**src/rtl/hack_ctrl_seq.sv**
```systemverilog
// hack_ctrl_seq: multi-cycle Hack control sequencer (FETCH, DECODE, MREAD, EXEC, MWRITE, WB) holding A, D, IR and PC.
// Latency: A-instruction 2 cycles; C-instruction 4 cycles, +1 with an M read, +1 with an M write, plus ack waits.
// Backpressure: each req is held with stable address/data until its ack; instr_req and mem_req are never high together.
// Optional macro HACK_HALT_DETECT_EN adds the halted output (unconditional self-jump parks the sequencer in FETCH).
module hack_ctrl_seq #(
    parameter int AW = 15,
    parameter int DW = 16
) (
    input  logic          clk,
    input  logic          rst_n,
    // instruction fetch port
    output logic          instr_req,
    output logic [AW-1:0] instr_addr,
    input  logic          instr_ack,
    input  logic [DW-1:0] instr_data,
    // data memory port
    output logic          mem_req,
    output logic          mem_we,
    output logic [AW-1:0] mem_addr,
    output logic [DW-1:0] mem_wdata,
    input  logic          mem_ack,
    input  logic [DW-1:0] mem_rdata,
    // external ALU
    output logic [DW-1:0] alu_x,
    output logic [DW-1:0] alu_y,
    output logic          zx,
    output logic          nx,
    output logic          zy,
    output logic          ny,
    output logic          f,
    output logic          no,
    input  logic [DW-1:0] alu_out,
    input  logic          zr,
    input  logic          ng,
    output logic [AW-1:0] pc
`ifdef HACK_HALT_DETECT_EN
    ,
    output logic          halted
`endif
);

    typedef enum logic [2:0] {
        S_FETCH  = 3'd0,
        S_DECODE = 3'd1,
        S_MREAD  = 3'd2,
        S_EXEC   = 3'd3,
        S_MWRITE = 3'd4,
        S_WB     = 3'd5
    } state_t;

    state_t        state_q;
    logic [DW-1:0] ir_q;
    logic [DW-1:0] a_q;
    logic [DW-1:0] d_q;
    logic [DW-1:0] m_q;
    logic [DW-1:0] r_q;
    logic          z_q;
    logic          n_q;
    logic [AW-1:0] pc_q;
    logic          instr_req_q;
    logic          mem_req_q;
    logic          mem_we_q;
    logic [5:0]    ctrl_q;

    logic [AW-1:0] pc_inc_d;
    logic          jump_d;
    logic          halt_set;
    logic          halt_stop;

    // pc+1 wraps naturally at AW bits; jump uses the flags latched in EXEC
    assign pc_inc_d = pc_q + {{(AW-1){1'b0}}, 1'b1};
    assign jump_d   = (ir_q[2] & n_q) | (ir_q[1] & z_q) | (ir_q[0] & ~z_q & ~n_q);

`ifdef HACK_HALT_DETECT_EN
    logic halted_q;

    // an unconditional jump whose target is its own address can never make progress
    assign halt_set  = (ir_q[2:0] == 3'b111) && (a_q[AW-1:0] == pc_q);
    assign halt_stop = halted_q;
    assign halted    = halted_q;

    // sticky halt flag, cleared only by reset
    always_ff @(posedge clk) begin
        if (!rst_n) begin
            halted_q <= 1'b0;
        end else if (state_q == S_WB && halt_set) begin
            halted_q <= 1'b1;
        end
    end
`else
    assign halt_set  = 1'b0;
    assign halt_stop = 1'b0;
`endif

    // sequencer: state, architectural registers and registered handshake/ALU-control outputs
    always_ff @(posedge clk) begin
        if (!rst_n) begin
            state_q     <= S_FETCH;
            ir_q        <= '0;
            a_q         <= '0;
            d_q         <= '0;
            m_q         <= '0;
            r_q         <= '0;
            z_q         <= 1'b0;
            n_q         <= 1'b0;
            pc_q        <= '0;
            instr_req_q <= 1'b0;
            mem_req_q   <= 1'b0;
            mem_we_q    <= 1'b0;
            ctrl_q      <= '0;
        end else begin
            case (state_q)
                S_FETCH: begin
                    // only the first FETCH after reset (or a halt) arrives with req low
                    if (halt_stop) begin
                        instr_req_q <= 1'b0;
                    end else if (!instr_req_q) begin
                        instr_req_q <= 1'b1;
                    end else if (instr_ack) begin
                        ir_q        <= instr_data;
                        instr_req_q <= 1'b0;
                        state_q     <= S_DECODE;
                    end
                end
                S_DECODE: begin
                    if (!ir_q[15]) begin
                        a_q         <= ir_q;
                        pc_q        <= pc_inc_d;
                        instr_req_q <= 1'b1;
                        state_q     <= S_FETCH;
                    end else if (ir_q[12]) begin
                        mem_req_q <= 1'b1;
                        mem_we_q  <= 1'b0;
                        state_q   <= S_MREAD;
                    end else begin
                        ctrl_q  <= ir_q[11:6];
                        state_q <= S_EXEC;
                    end
                end
                S_MREAD: begin
                    if (mem_ack) begin
                        m_q       <= mem_rdata;
                        mem_req_q <= 1'b0;
                        ctrl_q    <= ir_q[11:6];
                        state_q   <= S_EXEC;
                    end
                end
                S_EXEC: begin
                    r_q    <= alu_out;
                    z_q    <= zr;
                    n_q    <= ng;
                    ctrl_q <= '0;
                    if (ir_q[3]) begin
                        mem_req_q <= 1'b1;
                        mem_we_q  <= 1'b1;
                        state_q   <= S_MWRITE;
                    end else begin
                        state_q <= S_WB;
                    end
                end
                S_MWRITE: begin
                    if (mem_ack) begin
                        mem_req_q <= 1'b0;
                        mem_we_q  <= 1'b0;
                        state_q   <= S_WB;
                    end
                end
                S_WB: begin
                    if (ir_q[5]) a_q <= r_q;
                    if (ir_q[4]) d_q <= r_q;
                    // a_q on the right-hand side is still the pre-writeback value
                    pc_q        <= jump_d ? a_q[AW-1:0] : pc_inc_d;
                    instr_req_q <= ~halt_set;
                    state_q     <= S_FETCH;
                end
                default: begin
                    instr_req_q <= 1'b0;
                    mem_req_q   <= 1'b0;
                    mem_we_q    <= 1'b0;
                    ctrl_q      <= '0;
                    state_q     <= S_FETCH;
                end
            endcase
        end
    end

    assign instr_req  = instr_req_q;
    assign instr_addr = pc_q;
    assign pc         = pc_q;
    assign mem_req    = mem_req_q;
    assign mem_we     = mem_we_q;
    assign mem_addr   = a_q[AW-1:0];
    assign mem_wdata  = r_q;
    assign alu_x      = d_q;
    assign alu_y      = ir_q[12] ? m_q : a_q;
    assign {zx, nx, zy, ny, f, no} = ctrl_q;

endmodule
```
**config.mk**
```make
export PLATFORM = sky130hd
export DESIGN_NAME = hack_ctrl_seq
export DESIGN_NICKNAME = d
export VERILOG_FILES = /design/src/rtl/hack_ctrl_seq.sv
export SDC_FILE = /design/constraint.sdc
export NUM_CORES = 1
export LEC_CHECK = 0
export CORE_AREA = 2 2 146 148
export CTS_CLUSTER_DIAMETER = 50
export DETAILED_ROUTE_END_ITERATION = 16
export DIE_AREA = 0 0 148 150
export HOLD_SLACK_MARGIN = 0.03
export SYNTH_ARGS = -nofsm -noshare
export SYNTH_HDL_FRONTEND = slang
export SYNTH_SLANG_ARGS = --single-unit
```
**constraint.sdc**
```tcl
create_clock -name clk -period 1.9 [get_ports clk]
set_input_delay 0.285 -clock clk [delete_from_list [all_inputs] [get_ports clk]]
set_output_delay 0.285 -clock clk [all_outputs]
set_load 0.01 [all_outputs]
```
# Yosys cells after proc, flatten, opt, wreduce, memory -nomap -nowiden

Cells that the tools add are included.

Add/sub/neg operators: 1
$lt $le $gt $ge: 0
Shift operators: 0
Equality and inequality tests: 16
Multipliers: 0
Mux-type cells: 31
Divide/modulo/power cells: 0
Reductions and logical operators: 17
Bitwise operators: 12

Operators with widths:

| kind                    | number |
|---|---|
| $mux W16                | 3 |
| $pmux W16 S2            | 1 |
| $mux W15                | 2 |
| $pmux W15 S2            | 1 |
| $ne A2 B2 Y1 const B    | 10 |
| $mux W6                 | 3 |
| $pmux W6 S3             | 1 |
| $add A15 B1 Y15 const B | 1 |
| $pmux W3 S5             | 1 |
| $mux W3                 | 4 |
| $pmux W1 S4             | 3 |
| $mux W1                 | 11 |
| $reduce_and A5 Y1       | 2 |
| $reduce_or A3 Y1        | 3 |
| $reduce_and A2 Y1       | 4 |
| $reduce_and A4 Y1       | 2 |
| $eq A3 B2 Y1 const B    | 2 |
| $eq A3 B3 Y1 const B    | 2 |
| $not A1 Y1              | 6 |
| $reduce_and A3 Y1       | 2 |
| $and A1 B1 Y1           | 4 |
| $reduce_or A2 Y1        | 2 |
| $eq A3 B1 Y1 const B    | 1 |
| $logic_not A3 Y1        | 1 |
| 4 further kinds         | 5 |

Memory bits (read-only): 0
Register bits after elaboration: 109
Memories kept: 0
Bits in writable memories: 0
Output and inout bits: 102
Input port bits: 54
Latch bits: 0

# Depth between registers and ports, before layout

Gate-level depths: netlist of run 1.

Depth after elaboration: 6
Depth in mapped cells: 8
Mapped depth without buffers: 5

# Worst setup path after synthesis of run 1

No wires, ideal clock.

Path kind: register to register
From: register pc_q[0], in the netlist instr_addr[0]
To: register pc_q[12], in the netlist instr_addr[12]
Path buffers: 0
Cell stages (with the launch flop): 6
Path slack: 115 ps
Arrival: 1710 ps
Clock period less this slack: 1785 ps
Required time: 1825 ps
Cells stage by stage: dfxtp_1 -> ha_1 -> nand3_1 -> or4_1 -> o31a_1 -> o22ai_1

Word-level cells in the longest chain between the ends: 3
Elaborated cells on any way between the ends: 4
Classes of those cells: add/sub (1); mux (3)

Ends and longest elaborated chain:

| what                               | line     | source |
|---|---|---|
| start, declared                    | 59       | `logic [AW-1:0] pc_q;` |
| start signal, assigned             | 128      | `pc_q <= pc_inc_d;` |
| start signal, assigned             | 172      | `pc_q <= jump_d ? a_q[AW-1:0] : pc_inc_d;` |
| $add A15 B1 Y15 *                  | 71       | `assign pc_inc_d = pc_q + {{(AW-1){1'b0}}, 1'b1};` |
| $mux W15, on equally long branches | 172, 126 |  |
| $pmux W15 S2 *                     | 112      | `case (state_q)` |

Every way passes the cells marked *; elsewhere a longest branch is shown, timed or not. The select of a mux whose other input is x is not followed.
A chain may end at the register's enable or synchronous reset.

# Worst setup path in the final report of run 1

From: register ir_q[12]
To: output alu_y[2]

Word-level cells in the longest chain between the ends: 1

Ends and longest elaborated chain:

| what                   | line | source |
|---|---|---|
| start, declared        | 52   | `logic [DW-1:0] ir_q;` |
| start signal, assigned | 120  | `ir_q <= instr_data;` |
| $mux W16               | 195  | `assign alu_y = ir_q[12] ? m_q : a_q;` |
| end, declared          | 25   | `output logic [DW-1:0] alu_y,` |

Every way passes these cells.

==> run summary, run 1 <==
Run status: finished, final reports clean
Compound-cell area share of the yosys netlist: 17.7%
First-pass GRT wire length: 25.9 mm
Yosys warnings: 0
Leak: 2.52 nW
Core ar.: 20700 um^2
Final wirelength: 16.9 mm
Largest family of logic cells by synthesized area: simple AND/OR/NAND/NOR gates
ANT cells: 0
Mean Syn Cell Area: 8.13 um^2
Clk sinks: 109
Transition time of the tightest slew-check pin: 670 ps
Critical Path RT: 1620 ps
Hold Crit Class: flop to flop
Fraction of the mapped netlist area in adder cells: 0.248%
Worst-path fanout max: 10
Initial Utilization: 24.4%
Gpl congestion: 0.845
Number of H-tree levels: 3
Worst-path clk slew: 80 ps
Setup TNS: 0 ps
Startpoint Class: flop
CP endpoint kind: primary output
Arrival time worst endpoint: 1560 ps
Kind of critical path: flop to primary output
TritonCTS buffer count: 9
Post-Synth Simple-Gate Area: 22.1%
Slowest CP cell: dfxtp_4
Fin. max-slew vios: 0
Post-synthesis sequential area ratio: 43.3%
DP Area: 6990 um^2
WP buf/inv: 2
Largest net degree at the start of global routing: 56
Row cnt: 53
Syn Std Cell Area: 5040 um^2
GRT Total Usage: 15.2%
Asr flop ratio synth: 0%
Max_cap viols: 0
Wire length per cell: 16.2 um
Die H: 150 um
Relative slew slack: 54.8%
Share of cells above drive strength 1: 11.5%
# IOs: 156
Sw frac: 25.7%
Vias/cell: 4.66
CP top delay family: buffers and inverters
Clock tree from TritonCTS: done
Design Area, Final: 7300 um^2
Sequential cell area: 2190 um^2
Multi-input combinational cell area: 2420 um^2
Clk Latency, worst-skew pair: 360 ps
Die area: 22200 um^2
Synth unique cells: 54
Post-Synthesis Net Count: 675
Post-synth EDFFs: 0
Period utilisation layout: 97.3%
Top FF cell, synth: dfxtp_1
Max VDD drop: 0.430 mV
Final hold viol count: 0
Mux contribution to synthesized area: 7.74%
FF+latch count, synth: 109
Clock Power Share: 38.7%
Switching pwr: 0.00130 W
Drt first-iter violations: 325
Initial antenna violation count: 0
Fin nets: 816
Fmax: 541 MHz
Remaining global-route overflow: 0
Final setup fails: 0
FILL cells: 2162
Postcts setup bufs: 0
Crit-path cells: buf_12 -> mux2_2 -> dlygate4sd2_1
Seq pwr share: 48.1%
IO Port Bufs: 155
Cells after Synth: 620
Maximum buffer depth of the clock tree: 2
DRC viols: 0
RSZ-0062 raised after global routing: no
Comb pwr share: 13.3%
P per Cell Area: 691 nW/um^2
Vias: 4846
Post-DP HPWL: 12.6 mm
Max incr delay on CP: 410 ps
Post-Route Skew: 11.2 ps
Final Critical Period: 1850 ps
Vias in the first global route: 4578
Post-DRT Antenna Nets: 0
Area grow syn2layout: 44.8%
Internal Power: 0.00375 W
Clk root buf: clkbuf_16
DR pass1 iterations: 5
Post-Synth XOR/XNOR Area: 0.347%
Chip Width: 148 um
## worst paths after layout
kind / start / to / slack (ps) / cells past startpoint
worst max-delay path: ir_q[12] / alu_y[2] / 50 / 3
worst min-delay path: alu_x[4] / alu_x[4] / 460 / 2
worst max register to register: instr_addr[5] / instr_addr[13] / 130 / 4
worst min register to register: alu_x[4] / alu_x[4] / 460 / 2
## routing by layer
layer  track usage [%]  wire length, um  vias up
met5                 0                0        -
met4              3.76              218        0
met3              4.70             1260       15
met2              24.1             7660      159
met1              20.2             7770     2257
li1                  -                -     2415
## worst reg2reg max path: stages (launching register included)
cell	delay [ps]
dfxtp_1	400
nand2_1	150
or4_1	570
or4_1	420
a31oi_1	170
## sequential cells by signal, indices dropped and copies added (netlist names)
name / cells
ctrl_q: 6
m_q: 16
a_q: 16
alu_x: 16
instr_req: 1
state_q: 3
mem_we: 1
z_q: 1
ir_q: 16
n_q: 1
mem_wdata: 16
mem_req: 1
instr_addr: 15
## metrics by stage
| stage | std cells | total power (W) | hold WS, ps | setup slack, ps | utilization [%] |
|---|---|---|---|---|---|
| finish | 1041 | 0.00505 | 457 | 50.6 | 35.3 |
| global placement | 1024 | 0.00316 | 441 | 160 | 33.8 |
| CTS | 1041 | 0.00512 | 457 | 35.0 | 35.3 |
| detailed placement | 1024 | 0.00316 | 445 | 138 | 33.8 |
| floorplan | 620 | 0.00278 | 421 | 115 | - |
| global route | 1041 | 0.00525 | 470 | 13.7 | 35.3 |
## repair_timing
action,CTS,global route
gates resized for setup,19,1
cloned,1,0
pin swaps,0,0
hold buffers,0,0
endpoints found under the setup margin,16,2
## cell usage in the layout (no fill, tap or decap), types with 4 or more instances in the layout
cell               n
nand2_1          150
clkdlybuf4s50_1  139
dfxtp_1          107
a21oi_1           74
nor2_1            39
buf_4             39
mux2i_1           21
nand3_1           17
mux2_2            16
a311oi_1          16
dlygate4sd2_1     16
o211ai_1          11
o21ai_0            9
clkbuf_16          9
buf_12             9
a211oi_1           7
nand4_1            7
a31oi_1            5
o22ai_1            5
nor3b_1            4
and2_1             4
nor3_1             4
## synth_stat cells, drive strengths merged, types with 4 or more instances
cell type / n / area share (%)
mux2: 16 / 3.6
clkbuf: 28 / 2.1
nand4: 7 / 0.87
buf: 46 / 6.3
and2: 4 / 0.50
nand2b: 4 / 0.64
o22ai: 5 / 0.62
nor3: 5 / 0.72
a211oi: 7 / 1.0
dfxtp: 109 / 43
a311oi: 16 / 2.8
nor2: 39 / 2.9
o211ai: 11 / 1.6
a21oi: 74 / 7.3
nand3: 17 / 1.7
mux2i: 21 / 4.2
o21ai: 11 / 1.1
a31oi: 5 / 0.62
nand2: 150 / 11
nor3b: 4 / 0.60
## cell families after synthesis
kind of cell / count (synthesis)
buf+inv: 78
compound gates: 144
fa+ha+maj: 1
simple gates: 249
flops: 109
mux: 37
xor+xnor: 2
## cell type report
cell class                 instances  area share (%)
clock buffer                      10            3.13
sequential                       109            29.9
clock inverter                     6           0.993
timing repair buffer             204            27.8
multi-input combinational        433            33.2
tap                              275            4.71
inverter                           4           0.206
## power groups by stage
| stage | Combinational [W] | Sequential, W | Clock (W) |
|---|---|---|---|
| floorplan | 0.000338 | 0.00244 | 0 |
| global placement | 0.000680 | 0.00248 | 0 |
| detailed placement | 0.000683 | 0.00248 | 0 |
| CTS | 0.000674 | 0.00243 | 0.00202 |
| global route | 0.000722 | 0.00244 | 0.00210 |
| finish | 0.000670 | 0.00243 | 0.00195 |
(Power assumes the default switching activity.)
==> run 2, diff against run 1 <==
--- a/config.mk
+++ b/config.mk
@@ -10,6 +10,7 @@
 export DETAILED_ROUTE_END_ITERATION = 16
 export DIE_AREA = 0 0 148 150
 export HOLD_SLACK_MARGIN = 0.03
+export RECOVER_POWER = 50
 export SYNTH_ARGS = -nofsm -noshare
 export SYNTH_HDL_FRONTEND = slang
 export SYNTH_SLANG_ARGS = --single-unit
==> run 2 against run 1 <==
  * Largest cell class unchanged
  * Clock skew down 0.60 ps
  * Count of clock-buffer cells in the layout unchanged
  * Register-to-register slack about the same
  * Via count down 0.23%
  * Non-clock buffer count unchanged
  * Utilization down 0.28 points
  * Setup slack worse by 1.1 ps
  * Combinational power down 3.4%
==> run summary, run 2 (same netlist as run 1, synthesis figures left out) <==
Max_cap viols: 0 (unchanged)
P per Cell Area: 693 nW/um^2 (was 691 nW/um^2)
Final Critical Period: 1850 ps (about the same)
Design Area, Final: 7250 um^2 (was 7300 um^2)
Vias/cell: 4.64 (was 4.66)
Post-DRT Antenna Nets: 0 (unchanged)
Maximum buffer depth of the clock tree: 2 (unchanged)
RR Startpoint: instr_addr[1] (was instr_addr[5])
Final worst slack: 49.5 ps (was 50.6 ps)
Largest net degree at the start of global routing: 56 (unchanged)
Fin. max-slew vios: 0 (unchanged)
# IOs: 156 (unchanged)
Final hold viol count: 0 (unchanged)
FILL cells: 2167 (was 2162)
Wire length per cell: 16.2 um (about the same)
DRC viols: 0 (unchanged)
Multi-input combinational cell area: 2400 um^2 (was 2420 um^2)
Arrival time worst endpoint: 1570 ps (was 1560 ps)
Post-DP HPWL: 12.6 mm (unchanged)
Fin cells: 1041 (unchanged)
Leak: 2.64 nW (was 2.52 nW)
Setup TNS: 0 ps (unchanged)
Post-Route Skew: 10.6 ps (was 11.2 ps)
Pwr Total: 0.00502 W (was 0.00505 W)
Hold Path End: alu_x[4] (unchanged)
First-pass GRT wire length: 25.9 mm (unchanged)
Fmax: 540 MHz (was 541 MHz)
CP endpoint kind: primary output (unchanged)
Reg2reg path depth: 5 (was 4)
Most frequent cells in the layout: 150 x nand2_1, 107 x dfxtp_1, 98 x clkdlybuf4s50_1 (was 150 x nand2_1, 139 x clkdlybuf4s50_1, 107 x dfxtp_1)
Clk sinks: 109 (unchanged)
Final setup fails: 0 (unchanged)
Worst-path clk slew: 80 ps (about the same)
GRT Total Usage: 15.2% (unchanged)
Switching pwr: 0.00129 W (was 0.00130 W)
Gpl congestion: 0.845 (unchanged)
Most common cell after layout, fill and taps aside: nand2_1 (unchanged)
TritonCTS buffer count: 9 (unchanged)
Core ar.: 20700 um^2 (unchanged)
Fin nets: 816 (unchanged)
Row cnt: 53 (unchanged)
Clk root buf: clkbuf_16 (unchanged)
Post-Place Worst Slack: 138 ps (unchanged)
Kind of critical path: flop to primary output (unchanged)
Share of cells above drive strength 1: 11.2% (was 11.5%)
Startpoint Class: flop (unchanged)
Sw frac: 25.6% (was 25.7%)
Max VDD drop: 0.430 mV (about the same)
Sequential cell area: 2190 um^2 (unchanged)
Initial Utilization: 24.4% (unchanged)
Hold Crit Class: flop to flop (unchanged)
IO Port Bufs: 155 (unchanged)
Run status: finished, final reports clean (unchanged)
Comb pwr share: 12.9% (was 13.3%)
Seq pwr share: 48.3% (was 48.1%)
Initial antenna violation count: 0 (unchanged)
Die H: 150 um (unchanged)
Min-delay src: alu_x[4] (unchanged)
Clock tree from TritonCTS: done (unchanged)
Clock Power Share: 38.8% (was 38.7%)
Remaining global-route overflow: 0 (unchanged)
Period utilisation layout: 97.4% (was 97.3%)
Transition time of the tightest slew-check pin: 670 ps (about the same)
DR pass1 iterations: 6 (was 5)
Area grow syn2layout: 43.7% (was 44.8%)
Clk Latency, worst-skew pair: 360 ps (about the same)
Vias in the first global route: 4578 (unchanged)
DP Cell Count: 1024 (unchanged)
Critical Path RT: 1620 ps (about the same)
DP Area: 6990 um^2 (unchanged)
Postcts setup bufs: 0 (unchanged)
Internal Power: 0.00374 W (was 0.00375 W)
Reg2reg end: instr_addr[12] (was instr_addr[13])
Number of H-tree levels: 3 (unchanged)
Die area: 22200 um^2 (unchanged)
Vias: 4835 (was 4846)
R2R Setup Slk: 130 ps (about the same)
Drt first-iter violations: 310 (was 325)
Final wirelength: 16.9 mm (about the same)
Chip Width: 148 um (unchanged)
ANT cells: 0 (unchanged)
Worst-path fanout max: 10 (unchanged)
Hold depth: 2 (unchanged)
RSZ-0062 raised after global routing: no (unchanged)
Relative slew slack: 54.8% (about the same)
[run 2: changes by cell type in the layout (fill, tap and decap cells not counted), sizes merged]
cell and change:
clkdlybuf4s50 -41, dlygate4sd3 +41, buf -3, clkbuf +3
[run 2: worst max path at each step]
stage                     endpoint  slack (ps)  cells after the start     startpoint
floorplan           instr_addr[12]         110                      5  instr_addr[0]
global placement           a_q[13]         160                      4          rst_n
detailed placement  instr_addr[12]         140                      5  instr_addr[0]
CTS                       alu_y[2]          40                      3       ir_q[12]
global route               a_q[14]          10                      6     state_q[2]
finish                    alu_y[2]          50                      3       ir_q[12]
[run 2: power by group through the flow]
stage	combinational (W)	clock (W)	sequential, W
finish	0.000647	0.00195	0.00243
global route	0.000699	0.00210	0.00244
CTS	0.000674	0.00202	0.00243
detailed placement	0.000683	0	0.00248
global placement	0.000680	0	0.00248
floorplan	0.000338	0	0.00244
[run 2: layout make-up]
class	count	share of cell area [%]
clock inverter	6	1.00
timing repair buffer	204	27.5
multi-input combinational	433	33.2
clock buffer	10	3.16
sequential	109	30.2
tap	275	4.75
inverter	4	0.207
[run 2: what timing repair did]
item | CTS | global route
endpoints found under the setup margin | 16 | 2
hold buffers | 0 | 0
cloned | 1 | 0
gates resized for setup | 19 | 1
[run 2: per-stage QoR]
| stage | util, % | hold WS, ps |
|---|---|---|
| detailed placement | 33.8 | 445 |
| CTS | 35.3 | 457 |
| global placement | 33.8 | 441 |
| floorplan | - | 421 |
| global route | 35.0 | 470 |
| finish | 35.0 | 453 |
[run 2: layer usage]
metal	up-vias	GRT usage, %	share of wire (%)
met3	15	4.70	7.5
met2	164	24.1	45
met1	2236	20.2	46
met5	-	0	0
met4	0	3.76	1.3
li1	2420	-	-
[run 2: worst max-delay path: stages (launching register included)]
cell	delay, ps
dfxtp_4	410
buf_12	160
mux2_2	340
dlygate4sd2_1	290
